<file path="src/rtl/cdb_arbiter_if.sv">
// CDB request/broadcast bundle between execution units (master side) and
// the round-robin CDB arbiter (slave side).
interface cdb_arbiter_if #(
   parameter int N_REQ      = 4,
   parameter int ROB_WIDTH  = 4,
   parameter int DATA_WIDTH = 32
);
   localparam int SW = (N_REQ > 1) ? $clog2(N_REQ) : 1;

   logic [N_REQ-1:0]                 req_valid;
   logic [N_REQ-1:0]                 req_ready;
   logic [N_REQ-1:0][ROB_WIDTH-1:0]  unit_tag;
   logic [N_REQ-1:0][DATA_WIDTH-1:0] unit_data;
   logic                             flush;
   logic                             cdb_valid;
   logic [ROB_WIDTH-1:0]             cdb_tag;
   logic [DATA_WIDTH-1:0]            cdb_data;
   logic [SW-1:0]                    cdb_src;

   modport master (
      output req_valid, unit_tag, unit_data, flush,
      input  req_ready, cdb_valid, cdb_tag, cdb_data, cdb_src
   );

   modport slave (
      input  req_valid, unit_tag, unit_data, flush,
      output req_ready, cdb_valid, cdb_tag, cdb_data, cdb_src
   );
endinterface

</file>
<file path="src/rtl/cdb_arbiter.sv">
// Round-robin CDB arbiter: grants one requesting unit per cycle and
// broadcasts that unit's registered tag/data on the CDB the next cycle.
module cdb_arbiter #(
   parameter int N_REQ      = 4,
   parameter int ROB_WIDTH  = 4,
   parameter int DATA_WIDTH = 32
) (
   input  logic          clk,
   input  logic          reset,
   cdb_arbiter_if.slave  cdb
);
   localparam int PW = (N_REQ > 1) ? $clog2(N_REQ) : 1;
   localparam int IW = PW + 1;

   logic [PW-1:0]    ptr_q, ptr_d;
   logic [PW-1:0]    bcast_idx_q, bcast_idx_d;
   logic             bcast_valid_q, bcast_valid_d;
   logic [PW-1:0]    gnt_idx;
   logic             found;
   logic [IW-1:0]    cand;
   logic [N_REQ-1:0] grant;

   // Scan ptr, ptr+1, ... modulo N_REQ; the extra bit in cand keeps the
   // wrap correct when N_REQ is not a power of two.
   always_comb begin
      grant   = '0;
      gnt_idx = '0;
      found   = 1'b0;
      cand    = '0;
      for (int k = 0; k < N_REQ; k++) begin
         cand = IW'(ptr_q) + IW'(k);
         if (cand >= IW'(N_REQ)) cand = cand - IW'(N_REQ);
         if (!found && cdb.req_valid[cand[PW-1:0]]) begin
            found   = 1'b1;
            gnt_idx = cand[PW-1:0];
         end
      end
      if (cdb.flush || !reset) found = 1'b0;
      if (found) grant[gnt_idx] = 1'b1;
   end

   always_comb begin
      ptr_d         = ptr_q;
      bcast_idx_d   = bcast_idx_q;
      bcast_valid_d = found;
      if (found) begin
         ptr_d       = (gnt_idx == PW'(N_REQ - 1)) ? '0 : gnt_idx + 1'b1;
         bcast_idx_d = gnt_idx;
      end
   end

   always_ff @(posedge clk or negedge reset) begin
      if (!reset) begin
         ptr_q         <= '0;
         bcast_valid_q <= 1'b0;
         bcast_idx_q   <= '0;
      end else begin
         ptr_q         <= ptr_d;
         bcast_valid_q <= bcast_valid_d;
         bcast_idx_q   <= bcast_idx_d;
      end
   end

   // A flush in the broadcast cycle discards the already-dispatched result.
   assign cdb.req_ready = grant;
   assign cdb.cdb_valid = bcast_valid_q && !cdb.flush;
   assign cdb.cdb_tag   = cdb.unit_tag[bcast_idx_q];
   assign cdb.cdb_data  = cdb.unit_data[bcast_idx_q];
   assign cdb.cdb_src   = bcast_idx_q;

endmodule

</file>
<file path="src/flat_wrapper.sv">
// flat-port wrapper written by rule: the top's interface ports become plain ports
module cdb_arbiter_flat 
#(
   parameter int N_REQ      = 4,
   parameter int ROB_WIDTH  = 4,
   parameter int DATA_WIDTH = 32
)
  (clk, reset, cdb_req_valid, cdb_unit_tag, cdb_unit_data, cdb_flush, cdb_req_ready, cdb_cdb_valid, cdb_cdb_tag, cdb_cdb_data, cdb_cdb_src);
  cdb_arbiter_if #(.N_REQ(N_REQ), .ROB_WIDTH(ROB_WIDTH), .DATA_WIDTH(DATA_WIDTH)) cdb_i ();
  input  logic clk;
  input  logic reset;
  input wire logic [$bits(cdb_i.req_valid)-1:0] cdb_req_valid;
  input wire logic [$bits(cdb_i.unit_tag)-1:0] cdb_unit_tag;
  input wire logic [$bits(cdb_i.unit_data)-1:0] cdb_unit_data;
  input wire logic [$bits(cdb_i.flush)-1:0] cdb_flush;
  output wire logic [$bits(cdb_i.req_ready)-1:0] cdb_req_ready;
  output wire logic [$bits(cdb_i.cdb_valid)-1:0] cdb_cdb_valid;
  output wire logic [$bits(cdb_i.cdb_tag)-1:0] cdb_cdb_tag;
  output wire logic [$bits(cdb_i.cdb_data)-1:0] cdb_cdb_data;
  output wire logic [$bits(cdb_i.cdb_src)-1:0] cdb_cdb_src;
  assign cdb_i.req_valid = cdb_req_valid;
  assign cdb_i.unit_tag = cdb_unit_tag;
  assign cdb_i.unit_data = cdb_unit_data;
  assign cdb_i.flush = cdb_flush;
  assign cdb_req_ready = cdb_i.req_ready;
  assign cdb_cdb_valid = cdb_i.cdb_valid;
  assign cdb_cdb_tag = cdb_i.cdb_tag;
  assign cdb_cdb_data = cdb_i.cdb_data;
  assign cdb_cdb_src = cdb_i.cdb_src;
  cdb_arbiter #(.N_REQ(N_REQ), .ROB_WIDTH(ROB_WIDTH), .DATA_WIDTH(DATA_WIDTH)) u_core (.clk(clk), .reset(reset), .cdb(cdb_i));
endmodule
</file>
<file path="config.mk">
export PLATFORM = sky130hd
export DESIGN_NAME = cdb_arbiter_flat
export DESIGN_NICKNAME = d
export VERILOG_FILES = /design/src/rtl/cdb_arbiter_if.sv /design/src/rtl/cdb_arbiter.sv /design/src/flat_wrapper.sv
export SDC_FILE = /design/constraint.sdc
export NUM_CORES = 1
export LEC_CHECK = 0
export ABC_AREA = 1
export CAP_MARGIN = 25
export CELL_PAD_IN_SITES_DETAIL_PLACEMENT = 1
export CELL_PAD_IN_SITES_GLOBAL_PLACEMENT = 1
export CORE_MARGIN = 3
export CORE_UTILIZATION = 15
export DETAILED_ROUTE_END_ITERATION = 16
export GPL_ROUTABILITY_DRIVEN = 0
export PLACE_DENSITY_LB_ADDON = 0.1
export SETUP_SLACK_MARGIN = 0.15
export SYNTH_ARGS = -nofsm -noshare
export SYNTH_HDL_FRONTEND = slang
export SYNTH_SLANG_ARGS = --single-unit
</file>
<file path="constraint.sdc">
create_clock -name clk -period 2.3 [get_ports clk]
set_input_delay 0.575 -clock clk [delete_from_list [all_inputs] [get_ports clk]]
set_output_delay 0.575 -clock clk [all_outputs]
set_load 0.02 [all_outputs]
</file>
==> impl_metrics.ini <==
[outcome]
status = complete, but fails checks
violations = setup timing

[synth]
yosys.area_share.simple_pct = 38.7
yosysWarningCount = 0
synth_xor_area_share_pct = 0
syn_inst = 293
synth.ff_latch_count = 5
synth_ff_type = dfrtp_1
async_flop_share_pct = 100
synth_area_sq_um = 1560
synth_edf_count = 0
synth-compound-area-share_pct = 38.2
synth.net_count = 448
synthTopCellsByCount = nor2_1, o21ai_0, o22ai_1
yosysTopAreaCell = o21ai_0
yosysMostFrequentCell = nor2_1
yosysSeqAreaShare_pct = 8.04
synth_area_leaders = o21ai_0, nor2_1, o22ai_1
synth.mux.area_fraction_pct = 0
synth_cell_types = 23
synthAdderAreaFrac_pct = 3.22
yosys.area.top_type_share_pct = 23.2
syn_area_per_cell_sq_um = 5.31
synth_top_family_by_area = simple AND/OR/NAND/NOR gates

[placement]
placed_cell_area_sq_um = 3890
place_hpwl_um = 8540
portBuffers = 193

[worst_setup_path]
cp-endpoint = cdb_req_ready[2]
path_class = input port to output pin
cp.depth = 13
cp_cell_sequence = clkdlybuf4s15_2, inv_1, nand2_2, nand3_4, nand2_4, nor2_8, nand4_1, nand2_2, inv_2, ha_4, inv_2, nor2_4, buf_6
start_kind = input port
crit_fanout = 4
crit_slowest_cell = clkdlybuf4s15_2
cp_top_family = simple AND/OR/NAND/NOR gates
cp_data_arrival_time_ps = 1940
r2r_setup_slack_ps = -180
cp_data_required_time_ps = 1730
max_stage_delay_ps = 200
critPathBufInv = 5
crit-reg2reg-launch = u_core.ptr_q[0]$_DFFE_PN0P_
endpoint_kind = output pin
reg2regPathDepth = 18
rr_endpoint = u_core.cdb.cdb_src[1]$_DFFE_PN0P_
critPathLaunch = cdb_req_valid[1]

[sta]
finalCritPeriodShare_pct = 110
setup_viol = 5
tightest_slew_ps = 226
max_slew_margin_pct = 84.9
fmax_ghz = 0.397
hold_viol = 0
rsz0062_at_grt = true
drv_slew = 0
layout_setup_ws_ps = -220
period_needed_ps = 2520
fin_worst_skew_ps = 2.66

[global_route]
gr-total-overflow = 0
use_met2_pct = 32.4
grt_pass1_vias = 2908
grt_max_degree = 75
top_usage_layer = met2
grt_pass1_wl_um = 16300
gr-usage-met3_pct = 4.92
grt_usage_pct = 17.6
grtUsageMet1_pct = 20.2
antenna_found_initial = 0

[cts]
cts_buffers = 3
h-tree-depth = 1
cts_tree = built
clock_sinks = 5
path_clk_slew_ps = 40
clk_latency_ps = 220
cts_hold_buf = 0
clock-root-buffer = clkbuf_8
clk_path_buf_depth = 2

[floorplan]
boundaryPins = 194
die_h_um = 108
rows = 36
start_util_pct = 15.7
fp.dieW_um = 108
coreArea_sq_um = 9910
die_area_sq_um = 11600

[run]
cap_violations = 0

[finish]
fillers = 1285
syn_to_final_growth_pct = 158
fin_area_sq_um = 4010
nets = 661
drive_gt1_share_pct = 27.9
antenna_cells = 0

[route]
wl_per_cell_um = 17.3
drt_wl_total_um = 11100
via_count = 2871
drc = 0
drtIter0Drc = 85
first_pass_iters = 4
viasPerCell = 4.50
antenna_left = 0

[min_path]
hold_path_class = input port to asynchronous set/reset pin

[power]
ir_drop_v = 0.000595
power.density_nw_per_um2 = 1200
total_leakage_power_uw = 0.00169
finalPower_uw = 4800
==> state kept, by name, summed over array words and instances (netlist names) <==
register	count
u_core.cdb.cdb_src	2
u_core.bcast_valid_q	1
u_core.ptr_q	2
==> cell usage in the layout (no fill, tap or decap), drive strengths merged, types with 3 or more instances in the layout <==
| master | instances |
|---|---|
| clkdlybuf4s50 | 147 |
| nor2 | 79 |
| buf | 76 |
| o21ai | 73 |
| nand2 | 39 |
| o22ai | 36 |
| inv | 20 |
| nand3 | 11 |
| clkbuf | 7 |
| dfrtp | 5 |
| ha | 4 |
| clkdlybuf4s15 | 3 |
==> per-stage QoR <==
| step | instances | utilization, % | TNS, ps | hold WS [ps] | worst slack (ps) |
|---|---|---|---|---|---|
| 6_report | 638 | 40.5 | -1020 | 658 | -220 |
| 5_1_grt | 638 | 40.5 | -1580 | 669 | -331 |
| 4_1_cts | 635 | 41.9 | -972 | 660 | -220 |
| 3_5_place_dp | 619 | 39.2 | -10410 | 704 | -996 |
| 3_3_place_gp | 619 | 39.2 | -9550 | 703 | -952 |
| 2_1_floorplan | 293 | - | 0 | 279 | 147 |
==> power breakdown <==
group,leakage (uW),internal (uW),switching (uW),total [uW]
registers,0.0000592,131,61.8,193
clock network,0.0000228,119,40.9,160
logic,0.00160,1860,2590,4450
==> worst min-delay path by stage <==
| stage | from | to | slack (ps) | cells past startpoint |
|---|---|---|---|---|
| 6_report | reset | u_core.bcast_valid_q$_DFF_PN0_ | 660 | 2 |
| 5_1_grt | reset | u_core.ptr_q[1]$_DFFE_PN0P_ | 670 | 2 |
| 4_1_cts | reset | u_core.bcast_valid_q$_DFF_PN0_ | 660 | 2 |
| 3_5_place_dp | u_core.cdb.cdb_src[1]$_DFFE_PN0P_ | u_core.cdb.cdb_src[1]$_DFFE_PN0P_ | 700 | 3 |
| 3_3_place_gp | u_core.cdb.cdb_src[1]$_DFFE_PN0P_ | u_core.cdb.cdb_src[1]$_DFFE_PN0P_ | 700 | 3 |
| 2_1_floorplan | reset | u_core.bcast_valid_q$_DFF_PN0_ | 280 | 0 |
==> routing by layer <==
metal  up-vias  wire length (um)  part of all wire (%)
li1       1429                 -                     -
met2       101              5520                    50
met3         8               869                   7.9
met5         -                 0                     0
met1      1333              4520                    41
met4         0               149                   1.3
==> timing repair <==
action | CTS | global route
resized for setup | 178 | 49
pin swaps | 19 | 2
cloned | 0 | 1
endpoints found under the setup margin | 41 | 36
buffers inserted | 12 | 2
==> cell families after synthesis <==
kind of cell	Yosys count
compound gates	109
fa+ha+maj	4
buf+inv	44
flops	5
simple gates	131
==> layout make-up <==
class / count / area (sq um) / area share [%]
Timing Repair Buffer: 231 / 2160 / 53.8
Multi-Input combinational cell: 244 / 1430 / 35.5
Tap cell: 133 / 166 / 4.15
Sequential cell: 5 / 129 / 3.21
Inverter: 21 / 88.8 / 2.21
Clock buffer: 4 / 45.0 / 1.12
Note: power is estimated with default switching activity, not from simulation.
